[config.mk]
export PLATFORM = sky130hd
export DESIGN_NAME = kbd_matrix_scanner
export DESIGN_NICKNAME = d
export VERILOG_FILES = /design/src/rtl/kbd_matrix_scanner_pkg.sv /design/src/rtl/kbd_evt_fifo.sv /design/src/rtl/kbd_matrix_scanner.sv
export SDC_FILE = /design/constraint.sdc
export NUM_CORES = 1
export LEC_CHECK = 0
export CAP_MARGIN = 20
export CORE_MARGIN = 2
export CORE_UTILIZATION = 48
export CTS_CLUSTER_DIAMETER = 100
export DETAILED_ROUTE_END_ITERATION = 7
export PLACE_DENSITY = 0.73
export REMOVE_ABC_BUFFERS = 1
export SLEW_MARGIN = 25
export SYNTH_ARGS = -nofsm -noshare
export SYNTH_HDL_FRONTEND = slang
export SYNTH_SLANG_ARGS = --single-unit
[constraint.sdc]
create_clock -name clk -period 33.2 [get_ports clk]
set_input_delay 3.32 -clock clk [delete_from_list [all_inputs] [get_ports clk]]
set_output_delay 3.32 -clock clk [all_outputs]
set_load 0.01 [all_outputs]
[src/rtl/kbd_matrix_scanner_pkg.sv]
// Shared types and field widths for the keyboard matrix scanner and its event FIFO.
package kbd_matrix_scanner_pkg;

    localparam int unsigned KBD_ROWS  = 9;
    localparam int unsigned KBD_COLS  = 10;
    localparam int unsigned KBD_RW    = $clog2(KBD_ROWS);
    localparam int unsigned KBD_CW    = $clog2(KBD_COLS);
    localparam int unsigned KBD_EVT_W = 1 + KBD_RW + KBD_CW;
    localparam int unsigned CNT_W     = 4;
    localparam int unsigned SETTLE_W  = 8;

    typedef enum logic [2:0] {
        S_IDLE,
        S_DRIVE,
        S_SAMPLE,
        S_COMPARE,
        S_NEXT
    } scan_state_e;

    // Event record as it appears on evt_data for the default matrix size
    typedef struct packed {
        logic              pressed;
        logic [KBD_RW-1:0] row;
        logic [KBD_CW-1:0] col;
    } kbd_evt_t;

endpackage

[src/rtl/kbd_evt_fifo.sv]
// First-word-fall-through event FIFO; a push into a full FIFO is taken only alongside a pop.
module kbd_evt_fifo #(
    parameter int unsigned WIDTH = 9,
    parameter int unsigned DEPTH = 8
) (
    input  logic             clk,
    input  logic             rst,
    input  logic             i_push,
    input  logic [WIDTH-1:0] i_data,
    input  logic             i_pop,
    output logic [WIDTH-1:0] o_data,
    output logic             o_full,
    output logic             o_empty
);

    localparam int unsigned AW = $clog2(DEPTH);

    logic [WIDTH-1:0] r_mem [DEPTH];
    logic [AW:0]      r_wr;
    logic [AW:0]      r_rd;
    logic             w_do_push;
    logic             w_do_pop;

    assign o_empty   = (r_wr == r_rd);
    assign o_full    = (r_wr[AW-1:0] == r_rd[AW-1:0]) && (r_wr[AW] != r_rd[AW]);
    assign w_do_pop  = i_pop && !o_empty;
    assign w_do_push = i_push && (!o_full || w_do_pop);
    assign o_data    = o_empty ? '0 : r_mem[r_rd[AW-1:0]];

    always_ff @(posedge clk or posedge rst) begin
        if (rst) begin
            r_wr <= '0;
            r_rd <= '0;
        end else begin
            if (w_do_push) r_wr <= r_wr + 1'b1;
            if (w_do_pop)  r_rd <= r_rd + 1'b1;
        end
    end

    always_ff @(posedge clk) begin
        if (w_do_push) r_mem[r_wr[AW-1:0]] <= i_data;
    end

endmodule

[src/rtl/kbd_matrix_scanner.sv]
// Column-driven key matrix scanner with per-key scan-count debounce and a queued event output.
module kbd_matrix_scanner
    import kbd_matrix_scanner_pkg::*;
#(
    parameter int unsigned ROWS           = KBD_ROWS,
    parameter int unsigned COLS           = KBD_COLS,
    parameter int unsigned SETTLE_CYCLES  = 4,
    parameter int unsigned DEBOUNCE_SCANS = 3,
    parameter int unsigned FIFO_DEPTH     = 8,
    localparam int unsigned RW            = $clog2(ROWS),
    localparam int unsigned CW            = $clog2(COLS),
    localparam int unsigned EVT_W         = 1 + RW + CW
) (
    input  logic             clk,
    input  logic             rst,
    input  logic             scan_tick,
    input  logic [ROWS-1:0]  kbd_row,
    output logic [COLS-1:0]  kbd_col,
    output logic             evt_valid,
    output logic [EVT_W-1:0] evt_data,
    input  logic             evt_ready,
    output logic             evt_overflow,
    input  logic             clr_overflow,
    output logic             scan_busy
);

    localparam int unsigned KEYS = ROWS * COLS;
    localparam int unsigned KW   = $clog2(KEYS);

    scan_state_e         r_state, w_state_nxt;
    logic [CW-1:0]       r_col, w_col_nxt;
    logic [RW-1:0]       r_row, w_row_nxt;
    logic [SETTLE_W-1:0] r_settle, w_settle_nxt;
    logic [COLS-1:0]     r_kbd_col, w_kbd_col_nxt;
    logic                r_busy;
    logic                r_ovf;
    logic [ROWS-1:0]     r_snap;
    logic [KEYS-1:0]     r_deb;
    logic [CNT_W-1:0]    r_cnt [KEYS];

    logic [KW-1:0]       w_idx;
    logic                w_raw;
    logic                w_diff;
    logic [CNT_W-1:0]    w_cnt_inc;
    logic                w_push;
    logic                w_pop;
    logic                w_accept;
    logic                w_full;
    logic                w_empty;

    // Scan sequencer state register
    always_ff @(posedge clk or posedge rst) begin
        if (rst) begin
            r_state   <= S_IDLE;
            r_col     <= '0;
            r_row     <= '0;
            r_settle  <= '0;
            r_kbd_col <= '0;
            r_busy    <= 1'b0;
        end else begin
            r_state   <= w_state_nxt;
            r_col     <= w_col_nxt;
            r_row     <= w_row_nxt;
            r_settle  <= w_settle_nxt;
            r_kbd_col <= w_kbd_col_nxt;
            r_busy    <= (w_state_nxt != S_IDLE);
        end
    end

    always_comb begin
        w_state_nxt   = r_state;
        w_col_nxt     = r_col;
        w_row_nxt     = r_row;
        w_settle_nxt  = r_settle;
        w_kbd_col_nxt = '0;
        case (r_state)
            S_IDLE: begin
                if (scan_tick) begin
                    w_state_nxt  = S_DRIVE;
                    w_col_nxt    = '0;
                    w_settle_nxt = '0;
                end
            end
            S_DRIVE: begin
                if (r_settle == SETTLE_W'(SETTLE_CYCLES - 1)) w_state_nxt = S_SAMPLE;
                else                                          w_settle_nxt = r_settle + 1'b1;
            end
            S_SAMPLE: begin
                w_state_nxt = S_COMPARE;
                w_row_nxt   = '0;
            end
            S_COMPARE: begin
                if (r_row == RW'(ROWS - 1)) w_state_nxt = S_NEXT;
                else                        w_row_nxt   = r_row + 1'b1;
            end
            S_NEXT: begin
                w_settle_nxt = '0;
                if (r_col == CW'(COLS - 1)) begin
                    w_state_nxt = S_IDLE;
                end else begin
                    w_state_nxt = S_DRIVE;
                    w_col_nxt   = r_col + 1'b1;
                end
            end
            default: w_state_nxt = S_IDLE;
        endcase
        // Column is released during NEXT so adjacent columns never overlap
        if (w_state_nxt inside {S_DRIVE, S_SAMPLE, S_COMPARE})
            w_kbd_col_nxt = COLS'(1) << w_col_nxt;
    end

    assign w_idx     = KW'(r_row) * KW'(COLS) + KW'(r_col);
    assign w_raw     = r_snap[r_row];
    assign w_diff    = (r_state == S_COMPARE) && (w_raw != r_deb[w_idx]);
    assign w_cnt_inc = (r_cnt[w_idx] == CNT_W'(DEBOUNCE_SCANS)) ? r_cnt[w_idx] : r_cnt[w_idx] + 1'b1;
    assign w_push    = w_diff && (w_cnt_inc == CNT_W'(DEBOUNCE_SCANS));
    assign w_pop     = evt_valid && evt_ready;
    assign w_accept  = w_push && (!w_full || w_pop);

    // Per-key debounce; a rejected event leaves the counter saturated so it retries next scan
    always_ff @(posedge clk or posedge rst) begin
        if (rst) begin
            r_snap <= '0;
            r_deb  <= '0;
            r_ovf  <= 1'b0;
            for (int k = 0; k < KEYS; k++) r_cnt[k] <= '0;
        end else begin
            if (r_state == S_SAMPLE) r_snap <= kbd_row;
            if (r_state == S_COMPARE) begin
                if (!w_diff) begin
                    r_cnt[w_idx] <= '0;
                end else if (w_accept) begin
                    r_deb[w_idx] <= w_raw;
                    r_cnt[w_idx] <= '0;
                end else begin
                    r_cnt[w_idx] <= w_cnt_inc;
                end
            end
            if (w_push && !w_accept) r_ovf <= 1'b1;
            else if (clr_overflow)   r_ovf <= 1'b0;
        end
    end

    kbd_evt_fifo #(
        .WIDTH (EVT_W),
        .DEPTH (FIFO_DEPTH)
    ) u_evt_fifo (
        .clk     (clk),
        .rst     (rst),
        .i_push  (w_accept),
        .i_data  ({w_raw, r_row, r_col}),
        .i_pop   (w_pop),
        .o_data  (evt_data),
        .o_full  (w_full),
        .o_empty (w_empty)
    );

    assign evt_valid    = !w_empty;
    assign kbd_col      = r_kbd_col;
    assign scan_busy    = r_busy;
    assign evt_overflow = r_ovf;

endmodule
Word level (Yosys, flattened, before mapping)
Memories as Yosys holds them, arrays and structs flattened.
Cells that the tools add are included.
Widths: inputs -> output; s select.
{ "totals": {"regBits": 498, "ramBits": 72, "input_bits": 14, "out_inout_bits": 22, "elab_cells": 197, "n_memories": 1} }
{ "classes": {"n_addsub": 7, "n_mul": 1, "magnitude_cmp": 5, "eq_ne": 19, "n_shift": 1, "muxes": 35, "bitwise_logic": 3, "n_reduce_logical": 24} }
{ "mem_list": {"columns": ["memory", "words", "word_bits", "read_ports", "rd_clocked_by_memory_dff", "write_ports", "line_no", "rtl"], "rows": [
  ["u_evt_fifo.r_mem", 8, 9, 1, 0, 1, "kbd_evt_fifo.sv:18", "logic [WIDTH-1:0] r_mem [DEPTH];"]
]} }
{ "ops": {"columns": ["operator", "n"], "rows": [
  ["$mux 360", 2],
  ["$and 360x360->360", 1],
  ["$bwmux 360", 1],
  ["$not 360->360", 1],
  ["$bwmux 90", 1],
  ["$bmux 4 s7", 1],
  ["$demux 4 s7", 1],
  ["$mux 4", 7],
  ["$pmux 8 s3", 1],
  ["$add 4x1->4 const B", 5],
  ["$mux 8", 2],
  ["$pmux 4 s2", 2],
  ["$pmux 3 s5", 1],
  ["$eq 3x2->1 const B", 4],
  ["$logic_and 1x1->1", 10],
  ["$mux 10", 1],
  ["$shl 1x4->10 const A", 1],
  ["$mux 3", 3],
  ["$mux 9", 1],
  ["$reduce_bool 3->1", 3],
  ["$add 8x1->8 const B", 1],
  ["$eq 4x2->1 const B", 2],
  ["$eq 4x4->1 const B", 2],
  ["$eq 8x2->1 const B", 1],
  ["24 further kinds", 40]
]} }

Longest topological paths before layout
{ "depth": {"word_depth": 14, "mapped_depth": 21, "depth_no_buf": 17} }

Hierarchy
From an unflattened synthesis, not the netlist that was laid out.
{ "unflattened": {"cells_unflattened": 2502, "area_unflattened_um2": 27486.4} }
{ "modules_own_cells": {"columns": ["mod", "instances", "cells_each", "area_per_inst_um2", "seq_area_each_um2"], "rows": [
  ["kbd_matrix_scanner", 1, 2330, 24224.5, 12261.8],
  ["kbd_evt_fifo", 1, 172, 3261.9, 2362.3]
]} }

Worst setup path after synthesis
OpenSTA, ideal clock, no wires.
{ "synth_path": {"kind": "reg2reg", "start": "register r_row[0]", "end": "memory u_evt_fifo.r_mem[0][0], enable pin", "setup_ns": 0.399, "arrival_time_ns": 5.118, "required_ns": 32.801, "path_slack_ns": 27.683, "path_stages_with_launch": 20, "path_buffers": 5, "synth_period_minus_slack_ns": 5.517, "path_cell_list": "dfrtp_1 -> ha_1 -> fa_1 -> buf_2 -> buf_2 -> buf_2 -> buf_2 -> o221ai_1 -> a221o_1 -> a32oi_1 -> nand4b_1 -> o311ai_0 -> ha_1 -> inv_1 -> nor4_1 -> a21oi_1 -> a211oi_4 -> buf_4 -> nand2_1 -> nor4_1"} }
{ "synth_between": {"elab_chain_len": 14, "elab_cells_between_ends": 21, "cone_classes": "2 x add/sub; 1 x mul; 3 x eq/ne; 10 x mux; 1 x bitwise; 4 x reduce/logical"} }
{ "synth_lines": {"columns": ["element", "line_no", "rtl"], "rows": [
  ["start: declaration", "kbd_matrix_scanner.sv:32", "logic [RW-1:0] r_row, w_row_nxt;"],
  ["start signal: assignment", "kbd_matrix_scanner.sv:63", "r_row <= w_row_nxt;"],
  ["$mul 4x3->6", "kbd_matrix_scanner.sv:112", "assign w_idx = KW'(r_row) * KW'(COLS) + KW'(r_col);"],
  ["$add 7x4->7", "kbd_matrix_scanner.sv:112", null],
  ["$not 7->8 (not written as such)", "kbd_matrix_scanner.sv:115", "assign w_cnt_inc = (r_cnt[w_idx] == CNT_W'(DEBOUNCE_SCANS)) ? r_cnt[w_idx] : r_cnt[w_idx] + 1'b1;"],
  ["$bmux 4 s7", "kbd_matrix_scanner.sv:115", null],
  ["$mux 4 (not written as such) (2 in a row)", "kbd_matrix_scanner.sv:115", null],
  ["$add 4x1->4 or $eq 4x2->1 (tied branches)", "kbd_matrix_scanner.sv:115", null],
  ["$mux 4", "kbd_matrix_scanner.sv:115", null],
  ["$eq 4x2->1", "kbd_matrix_scanner.sv:116", "assign w_push = w_diff && (w_cnt_inc == CNT_W'(DEBOUNCE_SCANS));"],
  ["$logic_and 1x1->1 (*)", "kbd_matrix_scanner.sv:116", null],
  ["$logic_and 1x1->1 (*)", "kbd_matrix_scanner.sv:118", "assign w_accept = w_push && (!w_full || w_pop);"],
  ["$logic_and 1x1->1 (*)", "kbd_evt_fifo.sv:27", "assign w_do_push = i_push && (!o_full || w_do_pop);"],
  ["$mux 1 (*)", "kbd_evt_fifo.sv:41", "if (w_do_push) r_mem[r_wr[AW-1:0]] <= i_data;"],
  ["$mux 1 (not written as such) (*)", "kbd_evt_fifo.sv:41", null],
  ["end: declaration", "kbd_evt_fifo.sv:18", null]
]} }
Every way passes the cells marked *; elsewhere a longest branch is shown, timed or not. The select of a mux whose other input is x is not followed.

Worst setup path in the final report
{ "layout_path": {"start": "register r_row[0]", "end": "memory u_evt_fifo.r_mem[3][8], enable pin"} }
The elaborated chain is that of the path after synthesis.

==> run_results.csv <==
group,metric,value,unit
floorplan,die_x,241.4,um
cts,htreeDepth,2,
placed_design,dp_hpwl,44350,um
global_routing,grt_use_total,25.18,%
timing,period_minus_slack,8262,ps
critical_path,end_kind,"flip-flop",
yosys,synthArstFlopShare,87.37,%
timing,rsz0062_at_grt,"no",
timing,finalCritPeriodShare,24.89,%
yosys,ys.flop_type,"dfrtp_1",
placed_design,dp.cells,3148,
critical_path,cp.required,33460,ps
pwr,cellLeakagePower,12.82,nW
cts,cts-root-buf,"clkbuf_16",
critical_path,cp-startpoint,"r_row[0]",
global_routing,grt_pass1_vias,19893,
pwr,power.density,48.58,nW/um^2
timing,hold_viol,0,
route,drc,0,
timing,finalMaxSlewViolations,0,
cells_and_area,stdcell_area,30040,um^2
yosys,synth_area_leaders,"dfrtp_1 46%, edfxtp_1 8.0%, nand2_1 7.6%",
yosys,yosysTopAreaCellShare,46.06,%
pwr,power_switching,0.3211,mW
cts,cts_setup_buffers,0,
flow_run,maxCapViolCount,0,
floorplan,initial_core_util,48.26,%
global_routing,use_met1,33.54,%
global_routing,grtUsageMet2,39.82,%
pwr,p_int,1.138,mW
global_routing,top_usage_layer,"met2",
global_routing,met3_usage,5.606,%
cells_and_area,nets,2486,
cells_and_area,fillerInstances,4703,
pwr,seqPwrFrac,48.9,%
cts,clkLatencyLatePin,640,ps
timing,setup_viol,0,
global_routing,antenna_found_initial,0,
global_routing,grt-ovfl-total,0,
yosys,seq_area_frac_synth,54.05,%
route,vias,19922,
cts,postCtsHoldBufs,0,
cts,cts_made_buffers,58,
global_routing,grt_max_degree,192,
cells_and_area,area_growth,11.01,%
floorplan,die_h,241.4,um
pwr,p_clk_share,47.0,%
critical_path,path_max_fanout,97,
placed_design,placedInstanceArea,27940,um^2
global_routing,grt_pass1_wl,114500,um
critical_path,r2r-start,"r_row[0]",
cells_and_area,antenna_cells,0,
floorplan,io_pins,36,
cts,clkTransAtPathRegs,60,ps
route,drt-total-wl,71830,um
critical_path,worstSetupPathType,"reg2reg",
pwr,netSwitchingFraction,22.01,%
cts,clock_path_buffers,3,
floorplan,dieArea,58280,um^2
cells_and_area,drive_gt1_share,11.99,%
pwr,pwr-share-comb,4.1,%
timing,skew,39.06,ps
pwr,peakVddDrop,44.74,uV
yosys,synthDistinctLibCells,69,
route,ant_nets,0,
timing,relSlewSlack,28.70,%
critical_path,start_kind,"flip-flop",
yosys,yosysWarnings,0,
placed_design,gp_congestion,0.9563,
yosys,syn-instance-count,2491,
route,dr.pass1.iters,5,
timing,setup_tns,0,ps
yosys,ys_ff_latch,570,
yosys,synth_edf_count,72,
cts,cts_tree,"built",
floorplan,core,56060,um^2
cells_and_area,instances_no_fill,3258,
worst_hold_path,hp-class,"reg2reg",
yosys,synth_largest_area_cell,"dfrtp_1",
route,drt-vias-per-instance,6.115,
route,drtIter0Drc,2176,
status,status,"completed",
cts,cts_resized,0,
cells_and_area,final_util,53.58,%
critical_path,cp.arrival,8530,ps
timing,fmax,121.0,MHz
yosys,syn_area,27060,um^2
worst_hold_path,holdCritStartpoint,"r_cnt[82]",
yosys,syn_avg_cell_area,10.86,um^2
timing,tightest_slew,1070,ps
placed_design,numPortBuffers,35,
cts,cts.sinks,570,
floorplan,rows,87,
route,post_drt_wl_per_cell,22.05,um
[cell usage after synthesis, types with 4 or more instances]
cell        n
a22o_1      4
a21oi_1    18
a221oi_1   14
mux2_1     73
inv_1      20
o21a_1      6
nand2_1   546
and4_1      4
dfrtp_1   498
clkbuf_1   89
nor2b_1    10
nor2_1    160
a22oi_1    12
xor2_1     10
clkbuf_2   12
nand2b_1   12
buf_2      33
o221ai_1   12
a31oi_1     5
a211oi_1    5
mux2i_1    47
buf_4      15
o31ai_1   178
nor4_1      7
nand3_1   127
buf_1       6
xnor2_1    15
edfxtp_1   72
o21ai_0   164
nand4_1     9
mux2_2     53
a21o_1      4
mux4_2     88
o22ai_1    18
and2_1      8
and3_1     14
buf_6      11
o21ai_1    34
nor3_1     10
ha_1       15
a211o_1     4
[sequential cells by signal (all words and copies together) (netlist names)]
name,flops
r_cnt,360
r_deb,90
u_evt_fifo.r_mem,72
kbd_col,10
r_snap,9
r_settle,8
r_col,4
r_row,4
u_evt_fifo.r_rd,4
u_evt_fifo.r_wr,4
r_state,3
evt_overflow,1
scan_busy,1
[layout by cell type (no fill, tap or decap), types with 19 or more instances in the layout]
cell type        synthesis  layout
clkdlybuf4s50_1          0      35
mux2_1                  73      73
clkbuf_16                0      59
mux2i_1                 47      47
mux2_2                  53      53
mux4_2                  88      88
buf_4                   15      29
nand2_1                546     546
nand3_1                127     126
dfrtp_1                498     497
o21ai_1                 34      34
edfxtp_1                72      72
nor2_1                 160     153
o31ai_1                178     178
o21ai_0                164     164
inv_1                   20      19
[worst paths after layout]
check | end | slack, ps | cells past startpoint
worst max-delay path | u_evt_fifo.r_mem[3][8] | 24940 | 17
worst min-delay path | r_cnt[82] | 470 | 2
worst max register to register | u_evt_fifo.r_mem[3][8] | 24940 | 17
worst min register to register | r_cnt[82] | 470 | 2
max in group asynchronous | r_cnt[109] | 28340 | 4
min in group asynchronous | u_evt_fifo.r_rd[2] | 3200 | 2
[final cells by class]
type	count	area [um^2]	share of cell area [%]
timing repair buffer	70	685.7	2.283
tap	756	945.9	3.149
clock buffer	88	1735	5.778
inverter	22	90.09	0.2999
sequential	570	14630	48.70
clock inverter	19	276.5	0.9206
multi-input combinational	1733	11670	38.87
[kinds of logic after synthesis]
logic type,count (synthesis),synth area share (%)
xor gates and xnor gates,25,0.8093
DFF,570,54.05
buffers and inverters,188,3.330
adders and majority gates,17,0.8417
and+or+nand+nor,923,14.30
AOI/OAI and AO/OA,507,12.36
muxes,261,14.31
[layer usage]
layer | share of wire (%) | vias up
met5 | 0 | -
met3 | 8.8 | 211
met4 | 4.1 | 0
met2 | 46 | 927
li1 | - | 8913
met1 | 41 | 9871
[through the flow]
stage / hold slack (ps) / power (mW) / worst slack [ps]
global route: 494.0 / 1.500 / 24650
global placement: 452.4 / 0.7853 / 24780
detailed placement: 460.6 / 0.7869 / 24880
floorplan: 441.3 / 0.7656 / 15980
CTS: 474.7 / 1.467 / 24860
finish: 471.6 / 1.459 / 24940
[critical path, cell delays in order (launching register included)]
cell and delay (ps):
dfrtp_1 590, ha_4 280, fa_4 740, buf_4 660
buf_4 660, nor2b_1 580, a22oi_1 170, o21ai_0 310
a221oi_1 160, o211ai_1 520, ha_1 260, inv_1 80
nor4_1 360, a21oi_1 170, a211oi_4 240, buf_4 780
nand2_1 430, nor3_2 770
[power by group through the flow]
stage / Clock [mW] / Sequential, mW / Combinational [mW]
floorplan: 0 / 0.734 / 0.0318
global placement: 0 / 0.726 / 0.0593
detailed placement: 0 / 0.726 / 0.0607
CTS: 0.693 / 0.713 / 0.0610
global route: 0.720 / 0.713 / 0.0675
finish: 0.686 / 0.713 / 0.0605
Note: power is estimated with default switching activity, not from simulation.
